$ cat config.mk
export PLATFORM = sky130hd
export DESIGN_NAME = vga_timing_ctrl_flat
export DESIGN_NICKNAME = d
export VERILOG_FILES = /design/src/rtl/vga_timing_ctrl_pkg.sv /design/src/rtl/vga_timing_ctrl_if.sv /design/src/rtl/vga_timing_ctrl_delay.sv /design/src/rtl/vga_timing_ctrl.sv /design/src/flat_wrapper.sv
export SDC_FILE = /design/constraint.sdc
export NUM_CORES = 1
export LEC_CHECK = 0
export ABC_AREA = 1
export CORE_MARGIN = 2
export CORE_UTILIZATION = 53
export DETAILED_ROUTE_END_ITERATION = 16
export GPL_TIMING_DRIVEN = 0
export PLACE_DENSITY = 0.95
export SLEW_MARGIN = 20
export SYNTH_ARGS = -nofsm -noshare
export SYNTH_HDL_FRONTEND = slang
export SYNTH_SLANG_ARGS = --single-unit
$ cat constraint.sdc
create_clock -name CLK -period 4.1 [get_ports CLK]
set_input_delay 0.615 -clock CLK [delete_from_list [all_inputs] [get_ports CLK]]
set_output_delay 0.615 -clock CLK [all_outputs]
set_load 0.005 [all_outputs]
$ cat src/rtl/vga_timing_ctrl_pkg.sv
// VGA timing package: default mode constants,
// scan phase encoding and phase-step helper.
package vga_pkg;

  localparam int H_VIS_D = 800;
  localparam int H_FP_D  = 40;
  localparam int H_SW_D  = 128;
  localparam int H_BP_D  = 88;
  localparam int H_TOT_D = H_VIS_D + H_FP_D + H_SW_D + H_BP_D;

  localparam int V_VIS_D = 600;
  localparam int V_FP_D  = 1;
  localparam int V_SW_D  = 4;
  localparam int V_BP_D  = 23;
  localparam int V_TOT_D = V_VIS_D + V_FP_D + V_SW_D + V_BP_D;

  localparam int MODE_PERIOD_D = 60;

  localparam int COL_W = 11;
  localparam int ROW_W = 10;

  typedef enum logic [1:0] {
    PH_VIS,
    PH_FP,
    PH_SYNC,
    PH_BP
  } phase_e;

  function automatic phase_e next_phase(
    input phase_e ph,
    input int     cnt,
    input int     vis,
    input int     fp,
    input int     sw,
    input int     tot
  );
    phase_e nx;
    nx = ph;
    unique case (ph)
      PH_VIS:  if (cnt == vis - 1)
                 nx = PH_FP;
      PH_FP:   if (cnt == vis + fp - 1)
                 nx = PH_SYNC;
      PH_SYNC: if (cnt == vis + fp + sw - 1)
                 nx = PH_BP;
      PH_BP:   if (cnt == tot - 1)
                 nx = PH_VIS;
      default: nx = PH_VIS;
    endcase
    return nx;
  endfunction

endpackage

$ cat src/rtl/vga_timing_ctrl_if.sv
// Scan bus between timing controller and
// pattern source / display sink.
interface vga_timing_ctrl_if;
  import vga_pkg::*;

  logic             EN;
  logic             MODE_HOLD;
  logic [7:0]       R_IN;
  logic [7:0]       G_IN;
  logic [7:0]       B_IN;
  logic [COL_W-1:0] COL;
  logic [ROW_W-1:0] ROW;
  logic             HSYNC;
  logic             VSYNC;
  logic             DE;
  logic [7:0]       R;
  logic [7:0]       G;
  logic [7:0]       B;
  logic             FRAME_TICK;
  logic [1:0]       MODE;

  modport master (
    input  EN, MODE_HOLD,
    input  R_IN, G_IN, B_IN,
    output COL, ROW,
    output HSYNC, VSYNC, DE,
    output R, G, B,
    output FRAME_TICK, MODE
  );

  modport slave (
    output EN, MODE_HOLD,
    output R_IN, G_IN, B_IN,
    input  COL, ROW,
    input  HSYNC, VSYNC, DE,
    input  R, G, B,
    input  FRAME_TICK, MODE
  );

endinterface

$ cat src/rtl/vga_timing_ctrl_delay.sv
// Clearable register pipeline used to align
// sync, display enable and colour.
module vga_delay #(
  parameter int W = 1,
  parameter int D = 1
) (
  input  logic         i_clk,
  input  logic         i_rst_n,
  input  logic         i_clr,
  input  logic [W-1:0] i_d,
  output logic [W-1:0] o_q
);

  logic [W-1:0] r_pipe [D];

  // shift one stage per clock; clear empties every stage
  always_ff @(posedge i_clk or negedge i_rst_n) begin
    if (!i_rst_n) begin
      for (int i = 0; i < D; i++)
        r_pipe[i] <= '0;
    end else if (i_clr) begin
      for (int i = 0; i < D; i++)
        r_pipe[i] <= '0;
    end else begin
      r_pipe[0] <= i_d;
      for (int i = 1; i < D; i++)
        r_pipe[i] <= r_pipe[i-1];
    end
  end

  assign o_q = r_pipe[D-1];

endmodule

$ cat src/rtl/vga_timing_ctrl.sv
// VGA raster timing: counters, phase FSMs,
// aligned sync/DE/colour, frame tick, mode.
module vga_timing_ctrl
  import vga_pkg::*;
#(
  parameter int H_VIS       = H_VIS_D,
  parameter int H_FP        = H_FP_D,
  parameter int H_SW        = H_SW_D,
  parameter int H_BP        = H_BP_D,
  parameter int V_VIS       = V_VIS_D,
  parameter int V_FP        = V_FP_D,
  parameter int V_SW        = V_SW_D,
  parameter int V_BP        = V_BP_D,
  parameter int MODE_PERIOD = MODE_PERIOD_D
) (
  input logic                CLK,
  input logic                RST,
  vga_timing_ctrl_if.master  bus
);

  localparam int H_TOT = H_VIS + H_FP + H_SW + H_BP;
  localparam int V_TOT = V_VIS + V_FP + V_SW + V_BP;
  localparam int FC_LG = $clog2(MODE_PERIOD + 1);
  localparam int FC_W  = (FC_LG > 6) ? FC_LG : 6;

  logic [COL_W-1:0] r_col;
  logic [ROW_W-1:0] r_row;
  logic             r_tick;
  logic [FC_W-1:0]  r_fcnt;
  logic [1:0]       r_mode;
  phase_e           r_hph;
  phase_e           r_vph;
  phase_e           w_hph_nxt;
  phase_e           w_vph_nxt;

  logic             w_hwrap;
  logic             w_vwrap;
  logic             w_fwrap;
  logic [2:0]       w_raw;
  logic [2:0]       w_s1;
  logic [26:0]      w_s2_in;
  logic [26:0]      w_s2;

  assign w_hwrap = (r_col == COL_W'(H_TOT - 1));
  assign w_vwrap = (r_row == ROW_W'(V_TOT - 1));
  assign w_fwrap = bus.EN && w_hwrap && w_vwrap;

  // raster counters; tick marks the first pixel after a wrap
  always_ff @(posedge CLK or negedge RST) begin
    if (!RST) begin
      r_col  <= '0;
      r_row  <= '0;
      r_tick <= 1'b0;
    end else if (!bus.EN) begin
      r_col  <= '0;
      r_row  <= '0;
      r_tick <= 1'b0;
    end else begin
      r_tick <= w_fwrap;
      if (w_hwrap) begin
        r_col <= '0;
        r_row <= w_vwrap ? '0 : r_row + ROW_W'(1);
      end else begin
        r_col <= r_col + COL_W'(1);
      end
    end
  end

  // frames-per-mode counter; advances together with the tick
  always_ff @(posedge CLK or negedge RST) begin
    if (!RST) begin
      r_fcnt <= '0;
      r_mode <= '0;
    end else if (w_fwrap && !bus.MODE_HOLD) begin
      if (r_fcnt == FC_W'(MODE_PERIOD - 1)) begin
        r_fcnt <= '0;
        r_mode <= r_mode + 2'd1;
      end else begin
        r_fcnt <= r_fcnt + FC_W'(1);
      end
    end
  end

  // phase state registers track the counters
  always_ff @(posedge CLK or negedge RST) begin
    if (!RST) begin
      r_hph <= PH_VIS;
      r_vph <= PH_VIS;
    end else begin
      r_hph <= w_hph_nxt;
      r_vph <= w_vph_nxt;
    end
  end

  // phase next-state: vertical steps only on line wrap
  always_comb begin
    w_hph_nxt = r_hph;
    w_vph_nxt = r_vph;
    if (!bus.EN) begin
      w_hph_nxt = PH_VIS;
      w_vph_nxt = PH_VIS;
    end else begin
      w_hph_nxt = next_phase(r_hph, int'(r_col),
                    H_VIS, H_FP, H_SW, H_TOT);
      if (w_hwrap)
        w_vph_nxt = next_phase(r_vph, int'(r_row),
                      V_VIS, V_FP, V_SW, V_TOT);
    end
  end

  assign w_raw = {
    r_hph == PH_SYNC,
    r_vph == PH_SYNC,
    (r_hph == PH_VIS) && (r_vph == PH_VIS)
  };

  vga_delay #(.W(3), .D(1)) u_stage1 (
    .i_clk   (CLK),
    .i_rst_n (RST),
    .i_clr   (!bus.EN),
    .i_d     (w_raw),
    .o_q     (w_s1)
  );

  // source colour arrives with stage 1; blank it outside DE
  assign w_s2_in = {
    w_s1,
    w_s1[0] ? {bus.R_IN, bus.G_IN, bus.B_IN} : 24'h0
  };

  vga_delay #(.W(27), .D(1)) u_stage2 (
    .i_clk   (CLK),
    .i_rst_n (RST),
    .i_clr   (!bus.EN),
    .i_d     (w_s2_in),
    .o_q     (w_s2)
  );

  assign bus.COL        = r_col;
  assign bus.ROW        = r_row;
  assign bus.HSYNC      = w_s2[26];
  assign bus.VSYNC      = w_s2[25];
  assign bus.DE         = w_s2[24];
  assign bus.R          = w_s2[23:16];
  assign bus.G          = w_s2[15:8];
  assign bus.B          = w_s2[7:0];
  assign bus.FRAME_TICK = r_tick;
  assign bus.MODE       = r_mode;

endmodule

$ cat src/flat_wrapper.sv
// flat-port wrapper written by rule: the top's interface ports become plain ports
module vga_timing_ctrl_flat import vga_pkg::*;
#(
  parameter int H_VIS       = H_VIS_D,
  parameter int H_FP        = H_FP_D,
  parameter int H_SW        = H_SW_D,
  parameter int H_BP        = H_BP_D,
  parameter int V_VIS       = V_VIS_D,
  parameter int V_FP        = V_FP_D,
  parameter int V_SW        = V_SW_D,
  parameter int V_BP        = V_BP_D,
  parameter int MODE_PERIOD = MODE_PERIOD_D
)
  (CLK, RST, bus_EN, bus_MODE_HOLD, bus_R_IN, bus_G_IN, bus_B_IN, bus_COL, bus_ROW, bus_HSYNC, bus_VSYNC, bus_DE, bus_R, bus_G, bus_B, bus_FRAME_TICK, bus_MODE);
  vga_timing_ctrl_if bus_i ();
  input logic CLK;
  input logic RST;
  input wire logic [$bits(bus_i.EN)-1:0] bus_EN;
  input wire logic [$bits(bus_i.MODE_HOLD)-1:0] bus_MODE_HOLD;
  input wire logic [$bits(bus_i.R_IN)-1:0] bus_R_IN;
  input wire logic [$bits(bus_i.G_IN)-1:0] bus_G_IN;
  input wire logic [$bits(bus_i.B_IN)-1:0] bus_B_IN;
  output wire logic [$bits(bus_i.COL)-1:0] bus_COL;
  output wire logic [$bits(bus_i.ROW)-1:0] bus_ROW;
  output wire logic [$bits(bus_i.HSYNC)-1:0] bus_HSYNC;
  output wire logic [$bits(bus_i.VSYNC)-1:0] bus_VSYNC;
  output wire logic [$bits(bus_i.DE)-1:0] bus_DE;
  output wire logic [$bits(bus_i.R)-1:0] bus_R;
  output wire logic [$bits(bus_i.G)-1:0] bus_G;
  output wire logic [$bits(bus_i.B)-1:0] bus_B;
  output wire logic [$bits(bus_i.FRAME_TICK)-1:0] bus_FRAME_TICK;
  output wire logic [$bits(bus_i.MODE)-1:0] bus_MODE;
  assign bus_i.EN = bus_EN;
  assign bus_i.MODE_HOLD = bus_MODE_HOLD;
  assign bus_i.R_IN = bus_R_IN;
  assign bus_i.G_IN = bus_G_IN;
  assign bus_i.B_IN = bus_B_IN;
  assign bus_COL = bus_i.COL;
  assign bus_ROW = bus_i.ROW;
  assign bus_HSYNC = bus_i.HSYNC;
  assign bus_VSYNC = bus_i.VSYNC;
  assign bus_DE = bus_i.DE;
  assign bus_R = bus_i.R;
  assign bus_G = bus_i.G;
  assign bus_B = bus_i.B;
  assign bus_FRAME_TICK = bus_i.FRAME_TICK;
  assign bus_MODE = bus_i.MODE;
  vga_timing_ctrl #(.H_VIS(H_VIS), .H_FP(H_FP), .H_SW(H_SW), .H_BP(H_BP), .V_VIS(V_VIS), .V_FP(V_FP), .V_SW(V_SW), .V_BP(V_BP), .MODE_PERIOD(MODE_PERIOD)) u_core (.CLK(CLK), .RST(RST), .bus(bus_i));
endmodule
Word level (Yosys, flattened, before mapping)
Cells that the tools add are included.
{ "word_totals": {"reg_bits": 64, "output_inout_bits": 51} }
{ "op_classes": {"reduce_logical": 10, "mux": 23, "eq_ne": 26, "add_sub_neg": 4} }
{ "ops": {"columns": ["op", "count"], "rows": [
  ["11-bit == test (second input constant)", 5],
  ["10-bit == test (second input constant)", 5],
  ["10-bit 2-to-1 mux", 3],
  ["27-bit 2-to-1 mux", 1],
  ["24-bit 2-to-1 mux", 1],
  ["3-bit by 2-bit inequality test with 1-bit output (second input constant)", 8],
  ["11-bit 2-to-1 mux", 2],
  ["2-bit 2-to-1 mux", 11],
  ["2-bit case mux with 4 select lines", 2],
  ["11-bit by 1-bit adder with 11-bit output (second input constant)", 1],
  ["10-bit by 1-bit adder with 10-bit output (second input constant)", 1],
  ["2-bit == test (second input constant)", 4],
  ["6-bit by 1-bit adder with 6-bit output (second input constant)", 1],
  ["6-bit == test (second input constant)", 1],
  ["6-bit 2-to-1 mux", 1],
  ["5-bit AND reduction", 1],
  ["2-bit by 1-bit == test with 1-bit output (second input constant)", 2],
  ["1-bit logical AND", 4],
  ["2-bit zero test", 2],
  ["4-bit AND reduction", 1],
  ["3-bit 2-to-1 mux", 1],
  ["2-bit by 1-bit adder with 2-bit output (second input constant)", 1],
  ["2-bit by 1-bit inequality test with 1-bit output (second input constant)", 1],
  ["2-bit AND reduction", 1],
  ["other kinds (2)", 2]
]} }

Longest topological paths before layout
{ "logic_depth": {"depth_word": 5, "depth_mapped": 10, "mapped_depth_nobuf": 10} }

By module
Synthesis repeated with hierarchy kept, for this count alone.
{ "unflattened": {"cells_unflattened": 451, "area_unflattened_um2": 3447.1} }
{ "modules_own_cells": {"columns": ["module", "instances", "seq_area_each_um2", "area_each_um2", "cells_each"], "rows": [
  ["vga_timing_ctrl", 1, 850.8, 2434.8, 358],
  ["vga_delay at u_core.u_stage2", 1, 675.6, 914.6, 84],
  ["vga_delay at u_core.u_stage1", 1, 75.1, 97.6, 9]
]} }

Worst setup path before layout
Ideal clock, no wire load.
{ "synth_timing": {"path_type": "reg-to-reg", "from": "reg u_core.r_col[0], in the netlist u_core.bus.COL[0]", "to": "reg u_core.r_fcnt[3]", "stages_incl_launch_ff": 10, "slack_ns": 2.613, "period_less_slack_ns": 1.487, "t_arrival_ns": 1.363, "cell_sequence": "dfrtp_1 > ha_1 > nand3_2 > nor2_2 > nand3_2 > nor2_4 > nand2_2 > buf_6 > nand2_1 > o21ai_2"} }
{ "synth_via": {"elab_chain_cells": 4} }
{ "synth_rtl": {"columns": ["item", "line", "text"], "rows": [
  ["from (decl)", "vga_timing_ctrl.sv:26", "logic [COL_W-1:0] r_col;"],
  ["from (signal assigned)", "vga_timing_ctrl.sv:64", "r_col <= r_col + COL_W'(1);"],
  ["11-bit == test", "vga_timing_ctrl.sv:44", "assign w_hwrap = (r_col == COL_W'(H_TOT - 1));"],
  ["1-bit logical AND (2 in series)", "vga_timing_ctrl.sv:46", "assign w_fwrap = bus.EN && w_hwrap && w_vwrap;"],
  ["1-bit logical AND", "vga_timing_ctrl.sv:74", "end else if (w_fwrap && !bus.MODE_HOLD) begin"],
  ["to (signal assigned)", "vga_timing_ctrl.sv:79", "r_fcnt <= r_fcnt + FC_W'(1);"],
  ["to (decl)", "vga_timing_ctrl.sv:29", "logic [FC_W-1:0] r_fcnt;"]
]} }
No other way between the ends.
A chain may end at the register's enable or synchronous reset.

Final worst setup path
{ "layout_timing": {"from": "reg u_core.r_row[2], in the netlist u_core.bus.ROW[2]", "to": "out bus_ROW[2]"} }
{ "layout_lines": {"columns": ["item", "line", "text"], "rows": [
  ["from (decl)", "vga_timing_ctrl.sv:27", "logic [ROW_W-1:0] r_row;"],
  ["from (signal assigned)", "vga_timing_ctrl.sv:62", "r_row <= w_vwrap ? '0 : r_row + ROW_W'(1);"],
  ["to (decl)", "flat_wrapper.sv:24", "output wire logic [$bits(bus_i.ROW)-1:0] bus_ROW;"]
]} }
No word-level cell between the ends.

==> impl_metrics.yaml <==
power_and_ir_drop:
  switchingPower_uw: 441
  comb_power_share: 0.191
  finalPower_uw: 1620
  vdd_drop_max_mv: 0.259
  p_clk_frac: 0.364
  p_per_area_nw_per_um2: 386
  swShare: 0.272
  p_leak_uw: 0.00217
  p_int_uw: 1180
  seqPwrFrac: 0.445
clock_network:
  clk_path_buf_depth: 2
  cts.clk_slew.worst_paths_ns: 0.07
  cts_tree: "yes"
  cts_setup_buffers: 0
  ctsResizeCount: 0
  cts_made_buffers: 9
  clk_latency_ns: 0.34
  h-tree-depth: 3
  ctsHoldBuffers: 0
  cts_sinks: 64
  root_buffer: "clkbuf_8"
placed_design:
  gp_congestion: 0.894
  dpl.hpwl_mm: 5.25
  io_buffers: 77
drt:
  wl_met1_mm: 2.89
  antenna_left: 0
  dr_wl_met3_um: 361
  routed-wl-met2_mm: 3.89
  wl_per_cell_um: 13.6
  drtPass1Iterations: 5
  topRoutingLayerUsed: "met4"
  drtIter0Drc: 319
  drc_errors: 0
  wl_mm: 7.37
  vias_per_cell: 5.07
  dr_total_vias: 2760
setup_path:
  cp.required_ns: 3.48
  rrSetupSlack_ns: 2.32
  path_buf_inv: 1
  crit_path_end_kind: "output pin"
  cpLargestDelayFamily: "buffers and inverters"
  worst-setup-path-type: "reg2out"
  cp-start-kind: "flip-flop"
  worstReg2RegStart: "u_core.bus.COL[0]"
  slowest_delay_ns: 0.56
  crit_path_cell_trace: "clkdlybuf4s50_1"
  cp.depth: 1
  cp-startpoint: "u_core.bus.ROW[2]"
  crit_arrival_ns: 1.38
  reg2regPathDepth: 7
  r2r-end: "u_core.bus.ROW[0]"
  cp-endpoint: "bus_ROW[2]"
  critPathMaxFanout: 7
  cp_slowest_cell: "clkdlybuf4s50_1"
cells_and_area:
  fin_nets: 507
  syn_to_final_growth_pct: 35.7
  diodes: 0
  layout-drive-gt1-share: 0.0847
sta:
  rsz0062_at_grt: "no"
  maxSlewViolCount: 0
  setup_viol: 0
  worst_pin_slew_ns: 0.353
  fmax_ghz: 0.501
  fin_tns_setup_ns: 0
  timing.final.crit_share: 0.487
  slew_headroom: 0.764
  fin_crit_ns: 2.00
  finalHoldViolations: 0
  finalClockSkew_ns: 0.00799
floorplanning:
  die-area_um2: 6470
  initial_core_util: 0.555
  rows: 27
  fp.dieW_um: 80.4
  core_area_um2: 5570
  die_h_um: 80.4
  ioPinCount: 79
global_route:
  grt_usage: 0.244
  antenna_found_initial: 0
  grt_max_degree: 55
  grt_first_pass_wirelength_mm: 12.0
  first_global_vias: 2662
  grt-ovfl-total: 0
synth:
  avgSynthCellArea_um2: 8.19
  synth_nets: 418
  synth_seq_cells: 64
  synth_top_area_share: 0.517
  synthDistinctLibCells: 27
  synthCells: 378
  yosysSeqAreaShare: 0.517
  yosys.area.top_type: "dfrtp_1"
  ys_warn_count: 0
  syn-cell-area_um2: 3100
  yosys-top-cells-area: "dfrtp_1 (52%), nand2_1 (9.6%), inv_1 (8.5%)"
run_status:
  outcome: "finished, final reports clean"
worst_hold_path:
  hold_class: "in2async"
flow_run:
  drv_cap: 0
==> registers in the layout (all words and copies together) (netlist names) <==
name / cells
u_core.bus.COL: 11
u_core.bus.MODE: 2
u_core.r_hph: 2
u_core.bus.ROW: 10
u_core.r_fcnt: 6
u_core.r_vph: 2
u_core.u_stage2.o_q: 27
u_core.u_stage1.o_q: 3
u_core.bus.FRAME_TICK: 1
==> worst min path at each step <==
stage                           start                 endpoint  slack, ns
6_report                          RST        u_core.bus.ROW[3]       0.12
3_5_place_dp   u_core.u_stage1.o_q[1]  u_core.u_stage2.o_q[25]       0.42
5_1_grt                           RST       u_core.bus.MODE[1]       0.11
2_1_floorplan                     RST        u_core.bus.COL[0]       0.32
4_1_cts                           RST        u_core.bus.ROW[7]       0.11
3_3_place_gp   u_core.u_stage1.o_q[2]  u_core.u_stage2.o_q[26]       0.42
==> synth_stat cells <==
cell type	count
nand2_1	79
inv_1	70
nor2_1	68
dfrtp_1	64
nand3_1	22
o21ai_0	14
ha_1	12
xor2_1	6
buf_2	5
nand4_1	5
o21ai_2	5
a21oi_1	3
nand2_2	3
nor3_1	3
o22ai_1	3
inv_2	2
nand3_2	2
o21bai_1	2
xnor2_1	2
a31o_2	1
buf_6	1
nor2_2	1
nor2_4	1
nor3_2	1
o211a_1	1
o21ai_1	1
or2_2	1
==> layout by cell type (no fill, tap or decap), drive strengths merged <==
master and n:
buf 8, bufinv 1, nand4 5, nor3 4, ha 12, o22ai 3
clkbuf 14, nand2 82, a21oi 3, inv 72, nor2 70, nand3 24
o21ai 20, o21bai 2, o211a 1, clkdlybuf4s50 76, xor2 6, dfrtp 64
or2 1, clkinv 1, a31o 1, xnor2 2
==> per-stage QoR <==
step | area, um2 | hold WS, ns | util | std cells | worst slack, ns
6_report | 4200 | 0.115 | 0.753 | 544 | 2.10
5_1_grt | 4200 | 0.113 | 0.753 | 544 | 2.06
4_1_cts | 4200 | 0.106 | 0.753 | 544 | 2.10
3_5_place_dp | 3980 | 0.421 | 0.714 | 528 | 2.40
3_3_place_gp | 3960 | 0.422 | 0.710 | 527 | 0.423
2_1_floorplan | 3100 | 0.319 | - | 378 | 2.61
==> routing by layer <==
layer / global-route usage / vias to the layer above
met2: 0.420 / 93
met5: 0 / -
li1: - / 1325
met3: 0.0449 / 24
met1: 0.284 / 1318
met4: 0.139 / 0
==> power groups by stage <==
| stage | logic [uW] | registers, uW | clock network [uW] |
|---|---|---|---|
| after floorplan | 139 | 729 | 0 |
| after global placement | 270 | 727 | 0 |
| after detailed placement | 301 | 731 | 0 |
| after CTS | 308 | 720 | 592 |
| after global routing | 346 | 725 | 627 |
| final | 309 | 720 | 590 |
==> area by class of cell <==
cell class                 count  area, um2
sequential                    64       1600
clock buffer                  14        183
inverter                      72        270
clock inverter                 2       35.0
multi-input combinational    236       1190
fill                         359       1380
buffer                         6       36.3
timing repair buffer          78        796
tap                           72       90.1
==> cells by family after synthesis <==
group	after synthesis	share of synthesized area
simple gates	186	0.252
buf+inv	78	0.0990
flops	64	0.517
compound gates	30	0.0602
fa+ha+maj	12	0.0485
xor+xnor	8	0.0226
(Power assumes the default switching activity.)
